`src/rtl/regfile_multiport.sv`:
```
// Parametrised multi-read-port register file, register 0 hardwired to zero, with a bulk-clear sweep.
// Optional write-to-read forwarding is enabled by defining REGFILE_BYPASS_EN.
//
// state | meaning
// IDLE  | normal operation, writes accepted, Clear starts a sweep
// SWEEP | one register cleared per cycle from 1 up to DEPTH-1, writes dropped
module regfile_multiport #(
  parameter int DATA_WIDTH = 32,
  parameter int ADDR_WIDTH = 5,
  parameter int NUM_READ   = 2
) (
  input  logic                           Clk,
  input  logic                           Reset,
  input  logic [NUM_READ*ADDR_WIDTH-1:0] ReadRegister,
  output logic [NUM_READ*DATA_WIDTH-1:0] ReadData,
  input  logic [ADDR_WIDTH-1:0]          WriteRegister,
  input  logic [DATA_WIDTH-1:0]          WriteData,
  input  logic                           RegWrite,
  input  logic                           Clear,
  output logic                           ClearBusy,
  output logic                           ClearDone
);

  localparam int DEPTH = 1 << ADDR_WIDTH;
  localparam logic [ADDR_WIDTH-1:0] ONE = ADDR_WIDTH'(1);
  localparam logic [ADDR_WIDTH-1:0] LAST = '1;

  typedef enum logic {IDLE, SWEEP} stateT;

  stateT                  state;
  logic [ADDR_WIDTH-1:0]  sweepCnt;
  logic                   clearDoneQ;
  logic [DATA_WIDTH-1:0]  mem [DEPTH];

  always_ff @(posedge Clk) begin
    if (Reset) begin
      for (int i = 0; i < DEPTH; i++) mem[i] <= '0;
      state      <= IDLE;
      sweepCnt   <= ONE;
      clearDoneQ <= 1'b0;
    end else begin
      clearDoneQ <= 1'b0;
      case (state)
        IDLE: begin
          if (RegWrite && (WriteRegister != '0)) mem[WriteRegister] <= WriteData;
          if (Clear) begin
            state    <= SWEEP;
            sweepCnt <= ONE;
          end
        end
        SWEEP: begin
          mem[sweepCnt] <= '0;
          if (sweepCnt == LAST) begin
            state      <= IDLE;
            clearDoneQ <= 1'b1;
            sweepCnt   <= ONE;
          end else begin
            sweepCnt <= sweepCnt + ONE;
          end
        end
        default: state <= IDLE;
      endcase
    end
  end

  assign ClearBusy = (state == SWEEP);
  assign ClearDone = clearDoneQ;

  for (genvar p = 0; p < NUM_READ; p++) begin : gRead
    logic [ADDR_WIDTH-1:0] rAddr;
    logic [DATA_WIDTH-1:0] rData;

    assign rAddr = ReadRegister[p*ADDR_WIDTH +: ADDR_WIDTH];

    always_comb begin
      rData = '0;
      if (rAddr != '0) begin
`ifdef REGFILE_BYPASS_EN
        // rAddr is nonzero here, so a match also implies WriteRegister != 0
        if (RegWrite && (state == IDLE) && (rAddr == WriteRegister)) rData = WriteData;
        else rData = mem[rAddr];
`else
        rData = mem[rAddr];
`endif
      end
    end

    assign ReadData[p*DATA_WIDTH +: DATA_WIDTH] = rData;
  end

endmodule
```
`config.mk`:
```
export PLATFORM = sky130hd
export DESIGN_NAME = regfile_multiport
export DESIGN_NICKNAME = d
export VERILOG_FILES = /design/src/rtl/regfile_multiport.sv
export SDC_FILE = /design/constraint.sdc
export NUM_CORES = 2
export LEC_CHECK = 0
export ABC_CLOCK_PERIOD_IN_PS = 3300
export CAP_MARGIN = 20
export CORE_UTILIZATION = 45
export CTS_CLUSTER_DIAMETER = 30
export DETAILED_ROUTE_END_ITERATION = 8
export PLACE_DENSITY_LB_ADDON = 0.05
export SYNTH_ARGS = -nofsm -noshare
export SYNTH_HDL_FRONTEND = slang
export SYNTH_SLANG_ARGS = --single-unit
export TNS_END_PERCENT = 30
```
`constraint.sdc`:
```
create_clock -name Clk -period 3.3 [get_ports Clk]
set_clock_uncertainty 0.1 [all_clocks]
set_input_delay 0.33 -clock Clk [delete_from_list [all_inputs] [get_ports Clk]]
set_output_delay 0.33 -clock Clk [all_outputs]
set_load 0.01 [all_outputs]
```
==> impl_metrics.json <==
{
  "power_frac_seq_pct": 33.2,
  "gp_congestion": 0.8675,
  "post_cts_buffers": 0,
  "synthCells": 3807,
  "power.internal_w": 0.03456,
  "clockPowerShare_pct": 55.3,
  "p_sw_w": 0.01133,
  "grt_pass1_vias": 42460,
  "synth_area_per_cell_um2": 14.68,
  "finalWirelength_um": 218000,
  "use_met2_pct": 54.78,
  "grt_antenna_before_repair": 6,
  "setup_viol_count_final": 0,
  "detailedPlace.worstSlack_ns": -0.2780,
  "vias": 40870,
  "sw_frac_of_total_pct": 24.69,
  "cp.arrival_ns": 2.86,
  "num_io_pins": 117,
  "clkLatencyLatePin_ns": 0.86,
  "hold_class": "in2reg",
  "synth_compound_area_share_pct": 5.345,
  "leakage_nw": 23.96,
  "synth-edff-count": 1024,
  "drt_iter0_markers": 5167,
  "reg2reg_depth": 5,
  "fin_crit_ns": 3.289,
  "ys_ff_latch": 1031,
  "synthAdderAreaFrac_pct": 0.04476,
  "synth.area.mux_share_pct": 21.75,
  "met3_usage_pct": 7.378,
  "cap_viol_max_count": 0,
  "crit_path_start_kind": "input port",
  "avgRoutedWirePerCell_um": 36.33,
  "hold_end": "ClearBusy",
  "final_common_cell": "edfxtp_1",
  "placedCellCount": 5525,
  "numCtsBuffers": 279,
  "core_area_mm2": 0.1225,
  "worstReg2RegEnd": "mem[3][25]",
  "crit_top_cell": "buf_4",
  "ys_seq_area_share_pct": 55.25,
  "synth_top_family_by_area": "multiplexers",
  "cts_root_buffer": "clkbuf_16",
  "grt_overflow_total": 0,
  "cpMaxStageDelayCell": "nor2b_4",
  "hold_start": "Clear",
  "rsz0062_at_grt": "true",
  "clockBufferDepth": 4,
  "synth_cell_types": 48,
  "place_area_mm2": 0.06172,
  "dp_hpwl_um": 137500,
  "dr.pass1.iters": 5,
  "critPathCaptureType": "primary output",
  "use_met1_pct": 44.98,
  "chipHeight_um": 354.5,
  "path_cells": "buf_8, nor2b_4, buf_4, a221oi_1, o21ai_0, buf_4, a311oi_4, buf_4, dlygate4sd2_1",
  "grt_usage_pct": 34.86,
  "nNetsFinal": 4233,
  "finalWorstSetupSlack_ns": 0.01073,
  "grt_pass1_wl_um": 310100,
  "instances_no_fill": 6000,
  "status": "finished, final reports clean",
  "ys.flop_type": "edfxtp_1",
  "path_max_fanout": 16,
  "ir_drop_mv": 0.5798,
  "worst_pin_slew_ns": 0.8540,
  "synthToLayoutAreaGrowth_pct": 26.87,
  "rows": 128,
  "n_antenna_cell": 0,
  "top_usage_layer": "met2",
  "fmax_ghz": 0.3040,
  "cts_sinks": 1031,
  "p_per_area_mw_per_mm2": 647.0,
  "maxSlewViolCount": 0,
  "clkTransAtPathRegs_ns": 0.04,
  "r2r_setup_slack_ns": 0.44,
  "cts_tree": "done",
  "start_util_pct": 45.63,
  "viasPerCell": 6.811,
  "synth-xor-area-share_pct": 0,
  "grt_max_degree": 75,
  "hold_viol": 0,
  "path_class": "in2out",
  "drive_gt1_share_pct": 40.14,
  "fin_crit_sh_pct": 99.67,
  "async_reset_ff_share_pct": 0,
  "drc_errors": 0,
  "io_buffers": 116,
  "syn_area_mm2": 0.05590,
  "yosys_warnings": 0,
  "synthSimpleGateAreaFrac_pct": 12.67,
  "fp.dieArea_mm2": 0.1256,
  "power_frac_comb_pct": 11.4,
  "critPathMaxStageDelay_ns": 0.73,
  "holdPathStages": 3,
  "design_area_mm2": 0.07093,
  "crit_required_ns": 2.87,
  "rr_startpoint": "ClearBusy",
  "cts_max_level": 5,
  "drtAntennaViolNets": 0,
  "mostFrequentLayoutCells": "edfxtp_1, nor3_1, mux4_2",
  "slew_headroom_pct": 43.07,
  "die_w_um": 354.5
}
==> area by class of cell <==
class | count | area (um^2)
Tap cell | 1625 | 2033
Sequential cell | 1031 | 30890
Clock inverter | 152 | 1474
Inverter | 6 | 25.02
Multi-Input combinational cell | 2302 | 23420
Timing Repair Buffer | 560 | 5789
Clock buffer | 324 | 7300
Fill cell | 9637 | 51590
==> how the worst max path moves through the flow <==
stage / slack, ns / from / to
detailed placement: -0.28 / ReadRegister[0] / ReadData[14]
floorplan: -0.21 / ClearBusy / mem[12][0]
global placement: -0.31 / ReadRegister[0] / ReadData[16]
finish: 0.01 / ReadRegister[1] / ReadData[14]
global route: -0.03 / mem[11][11] / ReadData[11]
CTS: -0.17 / mem[22][25] / ReadData[25]
==> what timing repair did <==
item	4_1_cts	5_1_grt
resized for setup	166	29
setup endpoints to repair	64	16
endpoints found under the hold margin	3	0
hold buffers	1	0
pin swaps	15	4
==> critical path: cells and delay by family <==
family | cells | cell delay, ns
compound gates | 3 | 0.40
buf+inv | 5 | 1.36
simple gates | 1 | 0.73
==> power by group through the flow <==
stage / combinational [W] / sequential [W] / clock [W]
floorplan: 0.00270 / 0.0154 / 0
global placement: 0.00508 / 0.0154 / 0
detailed placement: 0.00512 / 0.0155 / 0
CTS: 0.00517 / 0.0152 / 0.0256
global route: 0.00537 / 0.0153 / 0.0263
finish: 0.00525 / 0.0153 / 0.0254
==> through the flow <==
step	setup TNS (ns)	hold slack [ns]	utilization, %	power (W)
final	0	0.1104	57.89	0.04589
after global placement	-2.006	0.4317	50.38	0.02049
after CTS	-0.6360	0.06582	57.82	0.04601
after floorplan	-173.06	0.3838	-	0.01807
after detailed placement	-2.073	0.4357	50.38	0.02058
after global routing	-0.04560	0.1387	57.89	0.04694
==> per-layer routing <==
layer  part of all wire, %  up-vias
li1                      -    16320
met1                    37    21290
met2                    47     2647
met3                    10      612
met4                   6.2        6
met5                 0.027        -
==> state kept, by name, indices dropped and copies added, names as in the netlist <==
register   count
ClearDone      1
ClearBusy      1
sweepCnt       5
mem         1024
==> synth_stat cells (all sizes together), types with 32 or more instances <==
master,n,area [um^2]
o21ai,114,570.6
mux4,448,10090
o21bai,32,240.2
mux2,65,735.7
nor2b,68,425.4
a311oi,64,560.5
a22oi,65,488.0
nor2,143,536.8
nand2,72,315.3
nand4,33,206.5
nor3,866,5405
a211oi,64,480.5
mux2i,132,1334
buf,343,2151
a221oi,49,429.2
edfxtp,1024,30750
clkbuf,156,585.6
==> logic make-up (layout without fill, tap and decap cells) <==
| group | count (synthesis) | in the layout |
|---|---|---|
| multiplexers | 645 | 645 |
| adder cells (fa/ha/maj) | 2 | 2 |
| AO/OA/AOI/OAI | 415 | 415 |
| buffers and inverters | 505 | 1042 |
| other | 1 | 32 |
| flip-flops | 1031 | 1031 |
| AND/OR/NAND/NOR | 1208 | 1208 |
Power figures use the tool's default switching activity.
